===== src/rtl/param_pattern_seq.sv =====
// Banked constant-pattern sequencer: streams the rows of one selected TABLE bank
// as COLS-bit words over valid/ready, with one-shot or loop mode, stop and a pass counter.
module param_pattern_seq #(
  parameter int BANKS = 2,
  parameter int ROWS  = 3,
  parameter int COLS  = 4,
  localparam int BW   = (BANKS > 1) ? $clog2(BANKS) : 1,
  localparam int RW   = (ROWS > 1) ? $clog2(ROWS) : 1,
  parameter logic TABLE [BANKS-1:0][ROWS-1:0][COLS-1:0] = '{
    '{ '{1'b0, 1'b1, 1'b0, 1'b1}, '{1'b0, 1'b1, 1'b1, 1'b1}, '{1'b0, 1'b1, 1'b1, 1'b1} },
    '{ '{1'b0, 1'b1, 1'b1, 1'b1}, '{1'b0, 1'b1, 1'b1, 1'b1}, '{1'b0, 1'b1, 1'b1, 1'b1} }
  }
) (
  input  logic            i_clk,
  input  logic            i_rst,
  input  logic            i_start,
  input  logic [BW-1:0]   i_bank_sel,
  input  logic            i_loop,
  input  logic            i_stop,
  output logic            o_out_valid,
  input  logic            i_out_ready,
  output logic [COLS-1:0] o_out_data,
  output logic [RW-1:0]   o_out_row,
  output logic            o_out_last,
  output logic            o_busy,
  output logic            o_done,
  output logic            o_err,
  output logic [7:0]      o_pass_cnt
);

  typedef enum logic {IDLE, RUN} state_t;

  localparam logic [RW-1:0] LAST_ROW = RW'(ROWS - 1);

  state_t          r_state, w_nextState;
  logic [BW-1:0]   r_bank, w_bank;
  logic            r_loop, w_loop;
  logic [RW-1:0]   r_row, w_row;
  logic [COLS-1:0] r_data, w_data;
  logic            r_valid, w_valid;
  logic            r_last, w_last;
  logic            r_done, w_done;
  logic            r_err, w_err;
  logic [7:0]      r_passCnt, w_passCnt;

  logic            w_bankOk;
  logic            w_beat;
  logic            w_atLast;
  logic [RW-1:0]   w_rowInc;

  // Table bits are stored per column, so a row word is gathered bit by bit.
  function automatic logic [COLS-1:0] rowWord(input logic [BW-1:0] b, input logic [RW-1:0] r);
    logic [COLS-1:0] word;
    for (int c = 0; c < COLS; c++) word[c] = TABLE[b][r][c];
    return word;
  endfunction

  assign w_bankOk = (32'(i_bank_sel) < 32'(BANKS));
  assign w_beat   = r_valid & i_out_ready;
  assign w_atLast = (r_row == LAST_ROW);
  assign w_rowInc = r_row + 1'b1;

  always_ff @(posedge i_clk) begin
    if (i_rst) r_state <= IDLE;
    else       r_state <= w_nextState;
  end

  always_comb begin
    w_nextState = r_state;
    case (r_state)
      IDLE: if (i_start && w_bankOk) w_nextState = RUN;
      RUN:  if (i_stop || (w_beat && w_atLast && !r_loop)) w_nextState = IDLE;
    endcase
  end

  always_comb begin
    w_bank    = r_bank;
    w_loop    = r_loop;
    w_row     = r_row;
    w_data    = r_data;
    w_valid   = r_valid;
    w_last    = r_last;
    w_passCnt = r_passCnt;
    w_done    = 1'b0;
    w_err     = 1'b0;
    case (r_state)
      IDLE: begin
        if (i_start) begin
          if (!w_bankOk) begin
            w_err = 1'b1;
          end else begin
            w_bank    = i_bank_sel;
            w_loop    = i_loop;
            w_row     = '0;
            w_passCnt = '0;
            w_valid   = 1'b1;
            w_data    = rowWord(i_bank_sel, '0);
            w_last    = (LAST_ROW == '0);
          end
        end
      end
      RUN: begin
        if (w_beat) begin
          if (!w_atLast) begin
            w_row  = w_rowInc;
            w_data = rowWord(r_bank, w_rowInc);
            w_last = (w_rowInc == LAST_ROW);
          end else begin
            w_passCnt = r_passCnt + 8'd1;
            if (r_loop) begin
              w_row  = '0;
              w_data = rowWord(r_bank, '0);
              w_last = (LAST_ROW == '0);
            end else begin
              w_valid = 1'b0;
              w_done  = !i_stop;
            end
          end
        end
        // A stop still lets a same-cycle handshake count, but never reports done.
        if (i_stop) w_valid = 1'b0;
      end
    endcase
  end

  always_ff @(posedge i_clk) begin
    if (i_rst) begin
      r_bank    <= '0;
      r_loop    <= 1'b0;
      r_row     <= '0;
      r_data    <= '0;
      r_valid   <= 1'b0;
      r_last    <= 1'b0;
      r_done    <= 1'b0;
      r_err     <= 1'b0;
      r_passCnt <= '0;
    end else begin
      r_bank    <= w_bank;
      r_loop    <= w_loop;
      r_row     <= w_row;
      r_data    <= w_data;
      r_valid   <= w_valid;
      r_last    <= w_last;
      r_done    <= w_done;
      r_err     <= w_err;
      r_passCnt <= w_passCnt;
    end
  end

  assign o_out_valid = r_valid;
  assign o_out_data  = r_data;
  assign o_out_row   = r_row;
  assign o_out_last  = r_last;
  assign o_busy      = (r_state == RUN);
  assign o_done      = r_done;
  assign o_err       = r_err;
  assign o_pass_cnt  = r_passCnt;

endmodule


===== config.mk =====
export PLATFORM = sky130hd
export DESIGN_NAME = param_pattern_seq
export DESIGN_NICKNAME = d
export VERILOG_FILES = /design/src/rtl/param_pattern_seq.sv
export SDC_FILE = /design/constraint.sdc
export NUM_CORES = 1
export LEC_CHECK = 0
export ABC_AREA = 1
export BUFFER_PORTS_ARGS = -buffer_cell sky130_fd_sc_hd__buf_2
export CORE_MARGIN = 3
export CORE_UTILIZATION = 45
export CTS_CLUSTER_DIAMETER = 200
export DETAILED_ROUTE_END_ITERATION = 12
export GPL_ROUTABILITY_DRIVEN = 1
export PLACE_DENSITY = 0.7
export SYNTH_ARGS = -nofsm -noshare
export SYNTH_HDL_FRONTEND = slang
export SYNTH_SLANG_ARGS = --single-unit
export TNS_END_PERCENT = 20

===== constraint.sdc =====
create_clock -name i_clk -period 1.4 [get_ports i_clk]
set_clock_uncertainty 0.1 [all_clocks]
set_input_delay 0.21 -clock i_clk [delete_from_list [all_inputs] [get_ports i_clk]]
set_output_delay 0.21 -clock i_clk [all_outputs]
set_load 0.1 [all_outputs]

# Word level (Yosys, flattened, before mapping)
# Cells that the tools add are included.
[totals]
regBits = 20
input_bits = 7
wordCells = 70
[op_classes]
n_mux = 33
magnitude_cmp = 3
reduce_logical = 10
addsub = 2
eq_ne = 9
bitwise_logic = 4
[ops]
columns = ["operator", "n"]
rows = [
  ["two-way mux 4 bit", 6],
  ["two-way mux 8 bit", 3],
  ["one-hot mux 8 bit (2 select lines)", 1],
  ["two-way mux 12 bit", 1],
  ["two-way mux 1 bit", 11],
  ["two-way mux 10 bit", 1],
  ["adder 8 x 1 -> 8 bit (second input constant)", 1],
  ["binary-select mux 4 bit (select 2 bit)", 1],
  ["two-way mux 2 bit", 4],
  ["one-hot mux 4 bit (2 select lines)", 1],
  ["inequality test 3 x 2 -> 1 bit (second input constant)", 2],
  ["inequality test 3 bit (second input constant)", 2],
  ["one-hot mux 1 bit (2 select lines)", 3],
  ["AND reduction 3 bit", 2],
  ["OR reduction 5 bit", 1],
  ["equality test 2 bit (second input constant)", 2],
  ["less-than comparator 1 x 2 -> 1 bit (second input constant)", 2],
  ["inequality test 2 x 1 -> 1 bit (second input constant)", 2],
  ["one-hot mux 2 bit (2 select lines)", 1],
  ["AND reduction 4 bit", 1],
  ["less-than comparator 2 x 3 -> 1 bit (second input constant)", 1],
  ["NOT 1 bit", 3],
  ["adder 2 x 1 -> 2 bit (second input constant)", 1],
  ["logical AND 1 bit", 2],
  ["5 further kinds", 6],
]

# Longest topological paths before layout
# Gate-level depths: netlist of the first run.
[depth]
ltp_word = 7
ltp_mapped = 8
depth_no_buf = 8

# Worst setup path before layout of the first run
# No wires, ideal clock.
[synth_path]
path_type = "reg-to-reg"
from = "reg r_row[0], in the netlist o_out_row[0]"
to = "reg r_passCnt[0], in the netlist o_pass_cnt[0]"
synth_period_minus_slack_ns = 2.141
setup_slack_ns = -0.741
setup_time_ns = 0.166
t_required_ns = 1.134
t_arrival_ns = 1.875
path_buffers = 0
stages_incl_launch_ff = 7
cell_sequence = "dfxtp_1 inv_1 ha_1 nand4_4 inv_1 o21ai_0 a21oi_1"
[synth_between]
elab_chain_cells = 3
[synth_lines]
columns = ["element", "line", "source"]
rows = [
  ["start, declared", "38", "logic [RW-1:0] r_row, w_row;"],
  ["start signal, assigned", "140", "r_row <= w_row;"],
  ["equality test 2 bit", "60", "assign w_atLast = (r_row == LAST_ROW);"],
  ["inequality test 2 x 1 -> 1 bit (no source line)", "n/a", ""],
  ["AND reduction 3 bit (no source line)", "n/a", ""],
  ["end signal, assigned", "146", "r_passCnt <= w_passCnt;"],
  ["end, declared", "44", "logic [7:0] r_passCnt, w_passCnt;"],
]
# Every way passes these cells.
# A chain may end at the register's enable or synchronous reset.

# Worst setup path after layout of the first run
[layout_path]
from = "reg r_done, in the netlist o_done"
to = "out o_done"
[layout_rtl]
columns = ["element", "line", "source"]
rows = [
  ["start, declared", "42", "logic r_done, w_done;"],
  ["start signal, assigned", "144", "r_done <= w_done;"],
  ["end, declared", "26", "output logic o_done,"],
]
# No word-level cell between the ends.

==> results of run 1 <==
## per-layer routing
| layer | global-route usage | vias to the layer above | share of wire |
|---|---|---|---|
| li1 | - | 441 | - |
| met1 | 0.230 | 359 | 0.45 |
| met2 | 0.280 | 31 | 0.46 |
| met3 | 0.0292 | 4 | 0.072 |
| met4 | 0.0873 | 0 | 0.015 |
| met5 | 0 | - | 0 |
## kinds of logic (layout without fill, tap and decap cells)
| family | after synthesis | count (layout) | synth area share |
|---|---|---|---|
| DFF | 17 | 17 | 0.366 |
| and+or+nand+nor | 57 | 57 | 0.310 |
| other | 1 | 2 | 0.00403 |
| buffers and inverters | 25 | 46 | 0.132 |
| AOI/OAI and AO/OA | 22 | 22 | 0.121 |
| adders and majority gates | 5 | 5 | 0.0673 |
## where the power goes
group,switching (W),internal [W],leakage [nW]
Clock,0.000162,0.000106,0.0177
Sequential,0.0000215,0.000486,0.147
Combinational,0.000183,0.0000578,0.372
Total,0.000366,0.000650,0.536
## worst paths after layout
kind / start / endpoint / slack [ns] / cells after the start
worst max-delay path: o_done / o_done / 0.08 / 1
worst min-delay path: i_loop / r_loop / 0.08 / 3
worst max register to register: o_out_row[0] / o_out_row[0] / 0.08 / 6
worst min register to register: r_bank / r_bank / 0.37 / 2
## through the flow
stage | area (um^2) | std cells
after floorplan | 990 | 128
after global placement | 1210 | 170
after detailed placement | 1210 | 170
after CTS | 1240 | 174
final | 1260 | 174
after global routing | 1260 | 174
## Yosys cell counts, drive strengths merged
| library cell | n | share of area |
|---|---|---|
| ha | 5 | 0.067 |
| nand4 | 2 | 0.030 |
| nor2 | 16 | 0.085 |
| inv | 19 | 0.079 |
| nor3 | 3 | 0.016 |
| dfxtp | 17 | 0.37 |
| nand3 | 7 | 0.043 |
| o21ai | 6 | 0.032 |
| a21oi | 15 | 0.081 |
| buf | 6 | 0.052 |
| nand2 | 29 | 0.14 |
| conb | 1 | 0.0040 |
| o211ai | 1 | 0.0081 |
## area by class of cell
cell class,count,area (um^2),area share
tap,25,31.3,0.0248
clock inverter,1,5.00,0.00396
timing repair buffer,23,255,0.202
clock buffer,3,22.5,0.0178
multi-input combinational,86,497,0.393
inverter,19,76.3,0.0604
sequential,17,377,0.298
## timing repair
item	4_1_cts	5_1_grt
resized for setup	4	6
endpoints found under the setup margin	4	6
setup buffers	0	0
## registers in the layout, summed over array words and instances, names as in the netlist
name,count
o_out_row,2
o_done,1
o_pass_cnt,8
o_out_data,2
r_loop,1
r_bank,1
o_busy,1
o_out_valid,1
## cells in the final DEF, fill, tap and decap left out, types with 4 or more instances in the layout
cell type  count
a21oi_1       14
buf_12         8
buf_2          7
buf_4          4
clkbuf_4       7
dfxtp_1        4
dfxtp_2        5
dfxtp_4        8
ha_1           4
inv_1         15
nand2_1       24
nand2_2        4
nand3_1        5
nor2_1        14
o21ai_0        6
==> key figures, run 1 <==
Status
  – Status: complete, no violations

Global route
  – Largest net degree at the start of global routing: 11
  – GRT Total Usage: 0.177
  – Vias in the first global route: 830
  – Initial antenna violation count: 0
  – Global-route wire length before repair: 3550 um
  – Overflow after GRT: 0

Timing
  – Setup TNS: 0 ns
  – Max Slew Vio Count: 0
  – Max Fclk: 757 MHz
  – Count of final hold-check violations: 0
  – Hold slack: 0.0820 ns
  – Tcrit/Tclk final: 0.944
  – Endpoints failing setup: 0
  – Final WS setup: 0.0791 ns
  – Min Tclk post-route: 1.32 ns
  – RSZ-0062 raised after global routing: true

Floorplan
  – Ports: 26
  – Die area: 2650 um^2
  – Die X: 51.5 um
  – Area of the core: 1840 um^2
  – Initial cell density of the core: 0.505
  – Die Y-Extent: 51.5 um
  – FP Rows: 15

Worst hold path
  – Hold WC Path Type: input port to flip-flop

Synth
  – Flop and latch count out of synthesis: 17
  – Post-Syn Instances: 127
  – Register area share after synthesis: 0.366
  – Synth Warn #: 0
  – Netlist cell types: 22
  – Mean post-synth cell area: 7.32 um^2
  – Mapped Area: 930 um^2

Layout
  – Layout cells sized above 1: 0.383
  – Final core occ: 0.687
  – P&R area growth vs syn: 35.9%
  – Antenna Diode Count: 0
  – Nets: 162
  – Fill cells: 168

Placed design
  – Port Buffers: 23
  – Setup WS pre-CTS: 0.0961 ns
  – Routability cong.: 0.748
  – Detail Placement HPWL: 1560 um

Critical path
  – Top Family by Delay on Critical Path: buffers and inverters
  – Slowest CP cell: buf_2
  – Startpoint type of the worst setup path: flip-flop
  – Crit-path max FO: 1
  – Critical path cell sequence: buf_2
  – CP required: 1.09 ns
  – Critical Path End Type: primary output
  – Crit path DAT: 1.01 ns
  – Worst path max stage delay: 0.41 ns
  – CP bufs+invs: 1
  – Crit Path Category: flip-flop to primary output

Pwr
  – Power density over cell area: 804 nW/um^2
  – Total power: 0.00102 W
  – VDD IR max: 0.641 mV
  – P_leak: 0.536 nW

Clock network
  – Total CTS buffers: 3
  – Root Driver: clkbuf_4
  – CTS tree: built
  – CTS Hold Bufs: 0
  – Clk buf depth: 2
  – Worst-Skew Late Latency: 0.30 ns
  – H-tree depth reported by CTS: 1
  – Clk slew on worst S/H paths: 0.11 ns
  – Clock sink count: 17

Routing
  – Drt total wl: 1960 um
  – Via count: 835
  – # DRC: 0
  – Post-DRT Antenna Nets: 0
  – Vias per inst: 4.80
  – Post-detailed-route wirelength per cell: 11.3 um
  – 1st-iter DRT viols: 10
  – DR pass1 iterations: 4

Run
  – Max-cap violations: 0
Note: power is estimated with default switching activity, not from simulation.
==> inputs of run 2 (changes only) <==
--- a/config.mk
+++ b/config.mk
@@ -7,12 +7,14 @@
 export LEC_CHECK = 0
 export ABC_AREA = 1
 export BUFFER_PORTS_ARGS = -buffer_cell sky130_fd_sc_hd__buf_2
+export CELL_PAD_IN_SITES_DETAIL_PLACEMENT = 1
+export CELL_PAD_IN_SITES_GLOBAL_PLACEMENT = 2
 export CORE_MARGIN = 3
-export CORE_UTILIZATION = 45
+export CORE_UTILIZATION = 27
 export CTS_CLUSTER_DIAMETER = 200
 export DETAILED_ROUTE_END_ITERATION = 12
 export GPL_ROUTABILITY_DRIVEN = 1
-export PLACE_DENSITY = 0.7
+export PLACE_DENSITY = 0.76
 export SYNTH_ARGS = -nofsm -noshare
 export SYNTH_HDL_FRONTEND = slang
 export SYNTH_SLANG_ARGS = --single-unit
==> key figures, run 2 (same netlist as run 1, synthesis figures left out) <==
Status
  – Status: complete, no violations

Global route
  – Initial antenna violation count: 0 (unchanged)
  – Global-route wire length before repair: 3890 um (+9.5%)
  – Vias in the first global route: 903 (+8.8%)
  – Largest net degree at the start of global routing: 11 (unchanged)
  – GRT Total Usage: 0.116 (-0.0605)
  – Overflow after GRT: 0 (unchanged)

Floorplan
  – Initial cell density of the core: 0.293 (-0.213)
  – Area of the core: 3180 um^2 (+73%)
  – Die area: 4180 um^2 (+58%)
  – FP Rows: 20 (+5)
  – Die X: 64.7 um (+26%)
  – Ports: 26 (unchanged)
  – Die Y-Extent: 64.7 um (+26%)

Timing
  – Count of final hold-check violations: 0 (unchanged)
  – Max Slew Vio Count: 0 (unchanged)
  – Min Tclk post-route: 1.29 ns (-0.0359 ns)
  – Endpoints failing setup: 0 (unchanged)
  – RSZ-0062 raised after global routing: false
  – Setup TNS: 0 ns (unchanged)
  – Max Fclk: 778 MHz (+2.8%)
  – Tcrit/Tclk final: 0.918 (-0.0256)

Critical path
  – Crit Path Category: flip-flop to flip-flop
  – CP required: 1.49 ns (+0.40 ns)
  – Crit path DAT: 1.38 ns (+0.37 ns)
  – Crit-path max FO: 8 (+7)
  – Critical Path End Type: flip-flop
  – Startpoint type of the worst setup path: flip-flop

Clock network
  – Clock sink count: 17 (unchanged)
  – Root Driver: clkbuf_4
  – H-tree depth reported by CTS: 1 (unchanged)
  – Clk slew on worst S/H paths: 0.10 ns (about the same)
  – Total CTS buffers: 3 (unchanged)
  – Clk buf depth: 2 (unchanged)
  – Worst-Skew Late Latency: 0.29 ns (about the same)
  – CTS tree: built
  – CTS Hold Bufs: 0 (unchanged)

Pwr
  – P_leak: 0.550 nW (+2.5%)
  – Internal power: 0.000651 W (+0.16%)
  – Power density over cell area: 751 nW/um^2 (-6.6%)
  – Psw: 0.000363 W (-0.79%)
  – Reg power frac: 0.501 (about the same)
  – Comb pwr share: 0.240 (+0.003)
  – Sw frac: 0.358 (-0.00220)
  – VDD IR max: 0.414 mV (-35%)
  – Clk network pwr share: 0.259 (-0.005)

Layout
  – Layout cells sized above 1: 0.393 (+0.0108)
  – Antenna Diode Count: 0 (unchanged)
  – Most common cell after layout, fill and taps aside: nand2_1
  – Max reg flops: 8 (unchanged)
  – P&R area growth vs syn: 45.2%
  – Nets: 163 (+0.62%)
  – Commonest cells after routing, fill and taps aside: nand2_1 (24), inv_1 (15), nor2_1 (14), a21oi_1 (14), buf_12 (12)
  – Final std cells w/o fill: 194 (+11%)

Worst hold path
  – Hold WC Path Type: input port to flip-flop

Routing
  – 1st-iter DRT viols: 7 (-3)
  – Vias per inst: 4.47 (-6.9%)
  – Via count: 867 (+3.8%)
  – DR pass1 iterations: 2 (-2)
  – # DRC: 0 (unchanged)
  – Post-DRT Antenna Nets: 0 (unchanged)
  – Post-detailed-route wirelength per cell: 11.4 um (+1.5%)
  – Drt total wl: 2220 um (+13%)

Placed design
  – Routability cong.: 0.776 (+3.8%)
  – Placed cell count: 189 (+11%)
  – Port Buffers: 23 (unchanged)
  – Detail Placement HPWL: 1780 um (+14%)

Run
  – Max-cap violations: 0 (unchanged)
==> run 2: cell types whose count changed in the layout (fill, tap and decap cells not counted) <==
cell / change
ha_2: +1
buf_2: -1
clkbuf_4: +1
buf_4: -3
ha_1: -1
buf_12: +4
==> run 2: through the flow <==
stage                     total power (W)  utilization  setup slack (ns)  cell area, um^2  hold slack, ns
after floorplan                  0.000713            -           -0.0188              990           0.266
after global placement           0.000757        0.406             0.134             1290           0.356
after detailed placement         0.000759        0.406             0.102             1290           0.364
after CTS                         0.00103        0.415           0.00962             1320          0.0761
after global routing              0.00107        0.425           0.00267             1350           0.107
final                             0.00101        0.425             0.115             1350          0.0903
==> run 2: path summary, 6_finish.rpt <==
check	to	slack, ns	from	cells after the start
max	o_pass_cnt[6]	0.11	o_out_row[1]	6
min	o_done	0.09	i_stop	4
max reg2reg	o_pass_cnt[6]	0.11	o_out_row[1]	6
min reg2reg	r_bank	0.38	r_bank	2
==> run 2: worst max-delay path: stages, from the launching register on <==
cell and delay (ns):
dfxtp_4 0.43, ha_4 0.16, nand4_4 0.13, nand2_4 0.15, nand2_2 0.07, nor2_1 0.11, nor2_1 0.05
==> run 2: what timing repair did <==
item                       4_1_cts  5_1_grt
gates resized for setup          0        8
setup endpoints to repair        0        9
buffers inserted                 0        1
hold endpoints to repair         0        0
==> run 2: power groups by stage <==
stage | combinational [W] | clock, W | sequential (W)
global route | 0.000262 | 0.000299 | 0.000512
CTS | 0.000239 | 0.000278 | 0.000508
detailed placement | 0.000239 | 0 | 0.000520
floorplan | 0.000131 | 0 | 0.000582
global placement | 0.000238 | 0 | 0.000519
finish | 0.000244 | 0.000263 | 0.000508
==> run 2: final cells by class <==
class / instances / area, um^2
Clock buffer: 3 / 22.5
Clock inverter: 1 / 5.00
Fill cell: 390 / 1830
Inverter: 19 / 76.3
Multi-Input combinational cell: 86 / 499
Sequential cell: 17 / 377
Tap cell: 44 / 55.1
Timing Repair Buffer: 24 / 315
==> run 2: layer usage <==
| metal | track usage | vias up | part of all wire |
|---|---|---|---|
| li1 | - | 442 | - |
| met1 | 0.134 | 411 | 0.43 |
| met2 | 0.207 | 12 | 0.52 |
| met3 | 0.0243 | 2 | 0.039 |
| met4 | 0.0475 | 0 | 0.0086 |
| met5 | 0 | - | 0 |
